<file path="src/rtl/game_board.sv">
// Board storage and move judge for the 3x3 game: accepts cell writes from the
// controller, then spends one cycle scoring the registered board for a line or a tie.
module game_board #(
    parameter bit ALLOW_OVERWRITE = 1'b0,
    parameter bit TIE_DETECT      = 1'b1
) (
    input  logic        ph1,
    input  logic        reset_n,
    input  logic        newGame,
    input  logic [3:0]  addr,
    input  logic [1:0]  cellState,
    output logic [17:0] gBoard,
    output logic        gameIsDone,
    output logic [1:0]  winner,
    output logic [3:0]  moveCount,
    output logic        writeAck,
    output logic        writeErr
);

    typedef enum logic [1:0] {
        IDLE,
        CHECK,
        DONE
    } state_t;

    state_t      state_q, state_d;
    logic [17:0] board_q, board_d;
    logic [1:0]  winner_q, winner_d;
    logic        done_q, done_d;
    logic [3:0]  count_q, count_d;
    logic        ack_q, ack_d;
    logic        err_q, err_d;

    logic [1:0]  cells [16];
    logic [17:0] write_mask;
    logic        write_req, write_ok;
    logic        p1_line, p2_line;

    // Address 0 and 10..15 map to a padding entry so the cell lookup is always in range.
    for (genvar g = 0; g < 16; g++) begin : g_cell
        if (g >= 1 && g <= 9) begin : g_valid
            assign cells[g] = board_q[2*g-1 -: 2];
            assign write_mask[2*g-1 -: 2] = {2{addr == 4'(g)}};
        end else begin : g_pad
            assign cells[g] = 2'b00;
        end
    end

    function automatic logic line_any(input logic [17:0] b, input logic [1:0] p);
        logic [1:0] c1, c2, c3, c4, c5, c6, c7, c8, c9;
        c1 = b[1:0];   c2 = b[3:2];   c3 = b[5:4];
        c4 = b[7:6];   c5 = b[9:8];   c6 = b[11:10];
        c7 = b[13:12]; c8 = b[15:14]; c9 = b[17:16];
        return ((c1 == p) && (c2 == p) && (c3 == p)) ||
               ((c4 == p) && (c5 == p) && (c6 == p)) ||
               ((c7 == p) && (c8 == p) && (c9 == p)) ||
               ((c1 == p) && (c4 == p) && (c7 == p)) ||
               ((c2 == p) && (c5 == p) && (c8 == p)) ||
               ((c3 == p) && (c6 == p) && (c9 == p)) ||
               ((c1 == p) && (c5 == p) && (c9 == p)) ||
               ((c3 == p) && (c5 == p) && (c7 == p));
    endfunction

    assign write_req = (addr != 4'd0);
    assign write_ok  = (addr <= 4'd9) && cellState[1] &&
                       ((cells[addr] == 2'b00) || ALLOW_OVERWRITE);
    assign p1_line   = line_any(board_q, 2'b11);
    assign p2_line   = line_any(board_q, 2'b10);

    always_comb begin
        state_d  = state_q;
        board_d  = board_q;
        winner_d = winner_q;
        done_d   = done_q;
        count_d  = count_q;
        ack_d    = 1'b0;
        err_d    = 1'b0;
        if (newGame) begin
            state_d  = IDLE;
            board_d  = '0;
            winner_d = 2'b00;
            done_d   = 1'b0;
            count_d  = 4'd0;
        end else begin
            case (state_q)
                IDLE: begin
                    if (write_req) begin
                        if (write_ok) begin
                            board_d = (board_q & ~write_mask) | ({9{cellState}} & write_mask);
                            ack_d   = 1'b1;
                            state_d = CHECK;
                            if (cells[addr] == 2'b00 && count_q < 4'd9) begin
                                count_d = count_q + 4'd1;
                            end
                        end else begin
                            err_d = 1'b1;
                        end
                    end
                end
                CHECK: begin
                    err_d   = write_req;
                    state_d = IDLE;
                    // Player1 is tested first so a double line (only reachable via overwrite) goes to player1.
                    if (p1_line) begin
                        winner_d = 2'b11;
                        done_d   = 1'b1;
                        state_d  = DONE;
                    end else if (p2_line) begin
                        winner_d = 2'b10;
                        done_d   = 1'b1;
                        state_d  = DONE;
                    end else if (TIE_DETECT && count_q == 4'd9) begin
                        winner_d = 2'b01;
                        done_d   = 1'b1;
                        state_d  = DONE;
                    end
                end
                DONE: begin
                    err_d = write_req;
                end
                default: begin
                    state_d = IDLE;
                end
            endcase
        end
    end

    always_ff @(posedge ph1 or negedge reset_n) begin
        if (!reset_n) begin
            state_q  <= IDLE;
            board_q  <= '0;
            winner_q <= 2'b00;
            done_q   <= 1'b0;
            count_q  <= 4'd0;
            ack_q    <= 1'b0;
            err_q    <= 1'b0;
        end else begin
            state_q  <= state_d;
            board_q  <= board_d;
            winner_q <= winner_d;
            done_q   <= done_d;
            count_q  <= count_d;
            ack_q    <= ack_d;
            err_q    <= err_d;
        end
    end

    assign gBoard     = board_q;
    assign gameIsDone = done_q;
    assign winner     = winner_q;
    assign moveCount  = count_q;
    assign writeAck   = ack_q;
    assign writeErr   = err_q;

endmodule

</file>
<file path="config.mk">
export PLATFORM = sky130hd
export DESIGN_NAME = game_board
export DESIGN_NICKNAME = d
export VERILOG_FILES = /design/src/rtl/game_board.sv
export SDC_FILE = /design/constraint.sdc
export NUM_CORES = 1
export LEC_CHECK = 0
export ABC_CLOCK_PERIOD_IN_PS = 5400
export BUFFER_PORTS_ARGS = -buffer_cell sky130_fd_sc_hd__buf_2
export CAP_MARGIN = 25
export CELL_PAD_IN_SITES_DETAIL_PLACEMENT = 0
export CELL_PAD_IN_SITES_GLOBAL_PLACEMENT = 1
export CORE_AREA = 2 2 80 82
export DETAILED_ROUTE_END_ITERATION = 12
export DIE_AREA = 0 0 82 84
export GPL_TIMING_DRIVEN = 0
export HOLD_SLACK_MARGIN = 0.15
export PLACE_DENSITY = 0.69
export SLEW_MARGIN = 0
export SYNTH_ARGS = -nofsm -noshare
export SYNTH_HDL_FRONTEND = slang
export SYNTH_SLANG_ARGS = --single-unit
</file>
<file path="constraint.sdc">
create_clock -name ph1 -period 5.4 [get_ports ph1]
set_input_delay 0.81 -clock ph1 [delete_from_list [all_inputs] [get_ports ph1]]
set_output_delay 0.81 -clock ph1 [all_outputs]
set_load 0.05 [all_outputs]
</file>
==> flow_summary.ini, run 1 <==
[timing]
rsz0062_at_grt = no
final_max_slew_viol_count = 0
fmaxAchievable_mhz = 418
clock-skew-final_ns = 0.00473
setup_viol = 0
slew_headroom_pct = 28.5
finalCritPeriodShare_pct = 44.3
finalHoldViolations = 0
setup_ws_ns = 3.01
period_minus_slack_ns = 2.39
finalSetupTns_ns = 0
hold_ws_ns = 0.515
tightestPinTransition_ns = 1.06

[layout]
insertedDiodeCount = 0
final_cells = 318
drive_gt1_share_pct = 22.0
fin_area_um2 = 2120
area_growth_pct = 19.4
fin_nets = 256
fillers = 669
fin_util_pct = 34.7

[synthesis]
ys_top_cells_by_area = dfrtp_1 (41%), nor2_1 (6.8%), ha_1 (4.9%), nor4bb_1 (4.5%), a21oi_1 (3.9%)
syn_nets = 216
synth-seq-cells = 29
synth_top_flop_cell = dfrtp_1
yosys_warnings = 0
ys_types = 48
yosysTopAreaCell = dfrtp_1
syn_area_per_cell_um2 = 8.87
synthesis.area_um2 = 1770
syn_inst = 200
yosysSeqAreaShare_pct = 40.9
async_reset_ff_share_pct = 100
yosys.area.top_type_share_pct = 40.9
synth_edf_count = 0

[drt]
drt_iter0_markers = 103
ant_nets = 0
drc = 0
dr_wl_met3_um = 365
first_pass_iters = 5
dr_wl_met2_um = 2390
met1Wirelength_um = 2220
vias = 1698
wl_per_cell_um = 15.7
via_per_inst = 5.34
wirelength_um = 4990
routed.top_layer = met4

[setup_path]
cp.required_ns = 5.57
cp-start-kind = primary input
crit_fanout = 10
crit_path_end_kind = register
crit_type = in -> reg
crit_path_top_delay_cell = nor4_1
reg2reg_setup_slack_ns = 3.25
path_cells = buf_2 -> buf_6 -> nor4_1 -> a21oi_1 -> nand2_1 -> nor2_1 -> mux2_2
arrival_ns = 2.56
max_stage_delay_ns = 0.89

[floorplanning]
ios = 36
dieWidth_um = 82
dieArea_um2 = 6890
fp.coreArea_um2 = 6100
start_util_pct = 29.1
num_rows = 29
die_y_um = 84

[clocking]
cts_tree = built
numCtsBuffers = 5
cts_setup_buffers = 0
clk_latency_ns = 0.28
cts_resized = 0
cts_hold_repair.buffers = 0
path_clk_slew_ns = 0.06
cts.sinks = 29
clock_path_buffers = 2
htree_levels = 2
root_buffer = clkbuf_8

[pwr]
peakVddDrop_mv = 0.127
p_leak_nw = 0.954
p_per_area_nw_per_um2 = 223
total_power_mw = 0.473

[global_route]
grt_first_pass_wirelength_um = 8260
grt-ovfl-total = 0
grt_pass1_vias = 1642
antenna_found_initial = 0
grt_usage_pct = 15.5
grt_max_degree = 30

[status]
status = completed

[run]
cap_viol_max_count = 0

[placed_design]
portBuffers = 33
dp_slack_ns = 2.74
dp_hpwl_um = 3570
place_area_um2 = 2040
routabilityCongestion = 0.846
dp_cells = 310

[hold_path]
hold_path_class = reg -> reg
critical path, delay by kind of cell:
family,cells,cell delay [ns]
compound gates,1,0.07
mux,1,0.27
buf+inv,2,0.28
simple gates,3,1.13
metal layers:
layer,track usage (%),up-vias
met5,0,-
met4,3.64,0
met3,3.25,2
met2,24.9,53
met1,21.1,824
li1,-,819
registers in the layout, indices dropped and copies added (netlist names):
signal / count
state_q: 2
writeErr: 1
gameIsDone: 1
writeAck: 1
winner: 2
gBoard: 18
moveCount: 4
synthesized netlist by cell type (2+ instances only):
cell	count
a21oi_1	14
a31oi_1	9
a41oi_1	4
and3b_1	2
buf_2	2
clkbuf_1	8
dfrtp_1	29
ha_1	7
inv_1	9
nand2_1	9
nand2b_1	3
nand3b_1	2
nand4_1	11
nor2_1	32
nor2b_1	3
nor3_1	8
nor4_1	3
nor4bb_1	8
o21a_1	2
o21ai_0	6
o31ai_1	2
cell type report:
| type | count | area (um2) | area share (%) |
|---|---|---|---|
| Sequential cell | 29 | 726 | 34.3 |
| Buffer | 11 | 51.3 | 2.42 |
| Clock inverter | 2 | 10.0 | 0.473 |
| Inverter | 10 | 37.5 | 1.77 |
| Timing Repair Buffer | 33 | 165 | 7.80 |
| Multi-Input combinational cell | 150 | 960 | 45.3 |
| Clock buffer | 6 | 72.6 | 3.43 |
| Tap cell | 77 | 96.3 | 4.55 |
path summary, 6_finish.rpt:
check,startpoint,end,cells past startpoint
worst min register to register,gameIsDone,gameIsDone,2
min in group asynchronous,reset_n,gBoard[10],1
worst max-delay path,addr[0],moveCount[0],7
worst max register to register,gBoard[8],gameIsDone,7
max in group asynchronous,reset_n,gBoard[0],1
worst min-delay path,gameIsDone,gameIsDone,2
cells in the final DEF, fill, tap and decap left out, types with 2 or more instances in the layout:
cell	netlist	routed
buf_2	2	35
nor2_1	32	32
dfrtp_1	29	29
a21oi_1	14	14
nand4_1	11	11
inv_1	9	9
clkbuf_1	8	9
nand2_1	9	9
a31oi_1	9	9
nor3_1	8	8
nor4bb_1	8	8
ha_1	7	7
o21ai_0	6	6
clkbuf_8	0	5
a41oi_1	4	4
nor4_1	3	3
nor2b_1	3	3
nand2b_1	3	3
nand3b_1	2	2
and3b_1	2	2
o31ai_1	2	2
o21a_1	2	2
clkinv_2	0	2
cell families after synthesis:
| group | share of synthesized area, % |
|---|---|
| simple gates | 30.7 |
| compound gates | 17.3 |
| mux | 1.20 |
| fa+ha+maj | 4.94 |
| buf+inv | 5.01 |
| flops | 40.9 |
where the power goes:
group | switching (mW) | leakage (nW) | total [mW] | internal, mW
logic | 0.0510 | 0.508 | 0.0732 | 0.0222
clock network | 0.0840 | 0.0450 | 0.173 | 0.0891
registers | 0.00536 | 0.401 | 0.227 | 0.222
(Power assumes the default switching activity.)
==> run 2: changes to the inputs <==
Settings changed: ABC_CLOCK_PERIOD_IN_PS 5400 to 2400.
Clock period 5.4 ns to 2.4 ns, I/O delays scaled along.
==> flow_summary.ini, run 2 (same netlist as run 1, synthesis figures left out) <==
[layout]
drive_gt1_share_pct = 22.3
final_cells = 319
fin_area_um2 = 2130
largest_reg_flops = 18
fin_nets = 257
insertedDiodeCount = 0
layout_commonest_cell = buf_2
area_growth_pct = 20.3
final_cell_mix = buf_2 (35), nor2_1 (32), dfrtp_1 (29)
fin_util_pct = 35.0

[timing]
fmaxAchievable_mhz = 472
final_max_slew_viol_count = 0
period_minus_slack_ns = 2.12
clock-skew-final_ns = 0.00524
hold_ws_ns = 0.371
finalCritPeriodShare_pct = 88.2
finalSetupTns_ns = 0
tightestPinTransition_ns = 1.07
setup_viol = 0
rsz0062_at_grt = no
finalHoldViolations = 0
slew_headroom_pct = 28.0
setup_ws_ns = 0.283

[drt]
vias = 1697
drt_iter0_markers = 141
ant_nets = 0
wirelength_um = 5010
wl_per_cell_um = 15.7
via_per_inst = 5.32
first_pass_iters = 4
drc = 0

[setup_path]
crit_path_end_kind = register
cp.required_ns = 2.60
crit_type = reg -> reg
crit_fanout = 9
cp-start-kind = register
arrival_ns = 2.32
reg2reg_depth = 7

[clocking]
clock_path_buffers = 2
numCtsBuffers = 5
clk_latency_ns = 0.28
root_buffer = clkbuf_8
htree_levels = 2
cts_tree = built
path_clk_slew_ns = 0.07
cts.sinks = 29

[pwr]
seq_power_share_pct = 47.8
p_switching_mw = 0.319
internal-power_mw = 0.750
switching_share_pct = 29.8
power_frac_clock_pct = 36.7
total_power_mw = 1.07
peakVddDrop_mv = 0.289
p_per_area_nw_per_um2 = 501
power_frac_comb_pct = 15.5
p_leak_nw = 0.960

[global_route]
grt-ovfl-total = 0
grt_max_degree = 30
antenna_found_initial = 0
grt_pass1_vias = 1642
grt_first_pass_wirelength_um = 8260
grt_usage_pct = 15.5

[floorplanning]
dieArea_um2 = 6890
start_util_pct = 29.1
die_y_um = 84
dieWidth_um = 82
ios = 36
num_rows = 29
fp.coreArea_um2 = 6100

[placed_design]
routabilityCongestion = 0.846
dp_cells = 310
place_area_um2 = 2040
dp_hpwl_um = 3570
portBuffers = 33
dp_slack_ns = 0.192

[status]
status = completed

[run]
cap_viol_max_count = 0

[hold_path]
hold_depth = 3
hold_path_class = in -> reg
-- run 2: routing by layer --
| layer | global-route usage, % | routed length, um | part of all wire, % |
|---|---|---|---|
| met1 | 21.1 | 2310 | 46 |
| met2 | 24.9 | 2380 | 47 |
| met3 | 3.25 | 261 | 5.2 |
| met4 | 3.64 | 55 | 1.1 |
| met5 | 0 | 0 | 0 |
-- run 2: repair_timing --
action                     in CTS  in global routing
hold buffers                    1                  0
resized for setup               0                  1
setup endpoints to repair       0                  1
hold endpoints to repair       29                  0
setup buffers                   0                  0
-- run 2: worst paths after layout --
check,startpoint,to,slack [ns]
setup / recovery,gBoard[8],gBoard[6],0.28
hold / removal,newGame,state_q[0],0.37
setup reg to reg,gBoard[8],gBoard[6],0.28
hold reg to reg,gameIsDone,gameIsDone,0.51
max in group asynchronous,reset_n,winner[0],1.29
min in group asynchronous,reset_n,gBoard[8],0.65
-- run 2: area by class of cell --
type                    instances  area, um2
flip-flops and latches         29        726
inverters                      10       37.5
clock inverters                 2       10.0
plain buffers                  11       51.3
clock buffers                   6       72.6
repair buffers                 34        175
multi-input cells             150        966
well taps                      77       96.3
fillers                       669       3960
-- run 2: power groups by stage --
stage | combinational [mW] | clock [mW] | sequential [mW]
6_report | 0.166 | 0.392 | 0.511
5_1_grt | 0.184 | 0.417 | 0.512
4_1_cts | 0.169 | 0.402 | 0.511
3_5_place_dp | 0.167 | 0 | 0.519
3_3_place_gp | 0.166 | 0 | 0.520
2_1_floorplan | 0.0858 | 0 | 0.547
-- run 2: critical path, stage by stage, from the launching register on --
cell      delay [ns]
dfrtp_1         0.37
clkbuf_1        0.21
nor2_1          0.18
nor3_1          0.08
or3b_2          0.52
nor3_4          0.39
nand3_1         0.12
a21oi_1         0.16
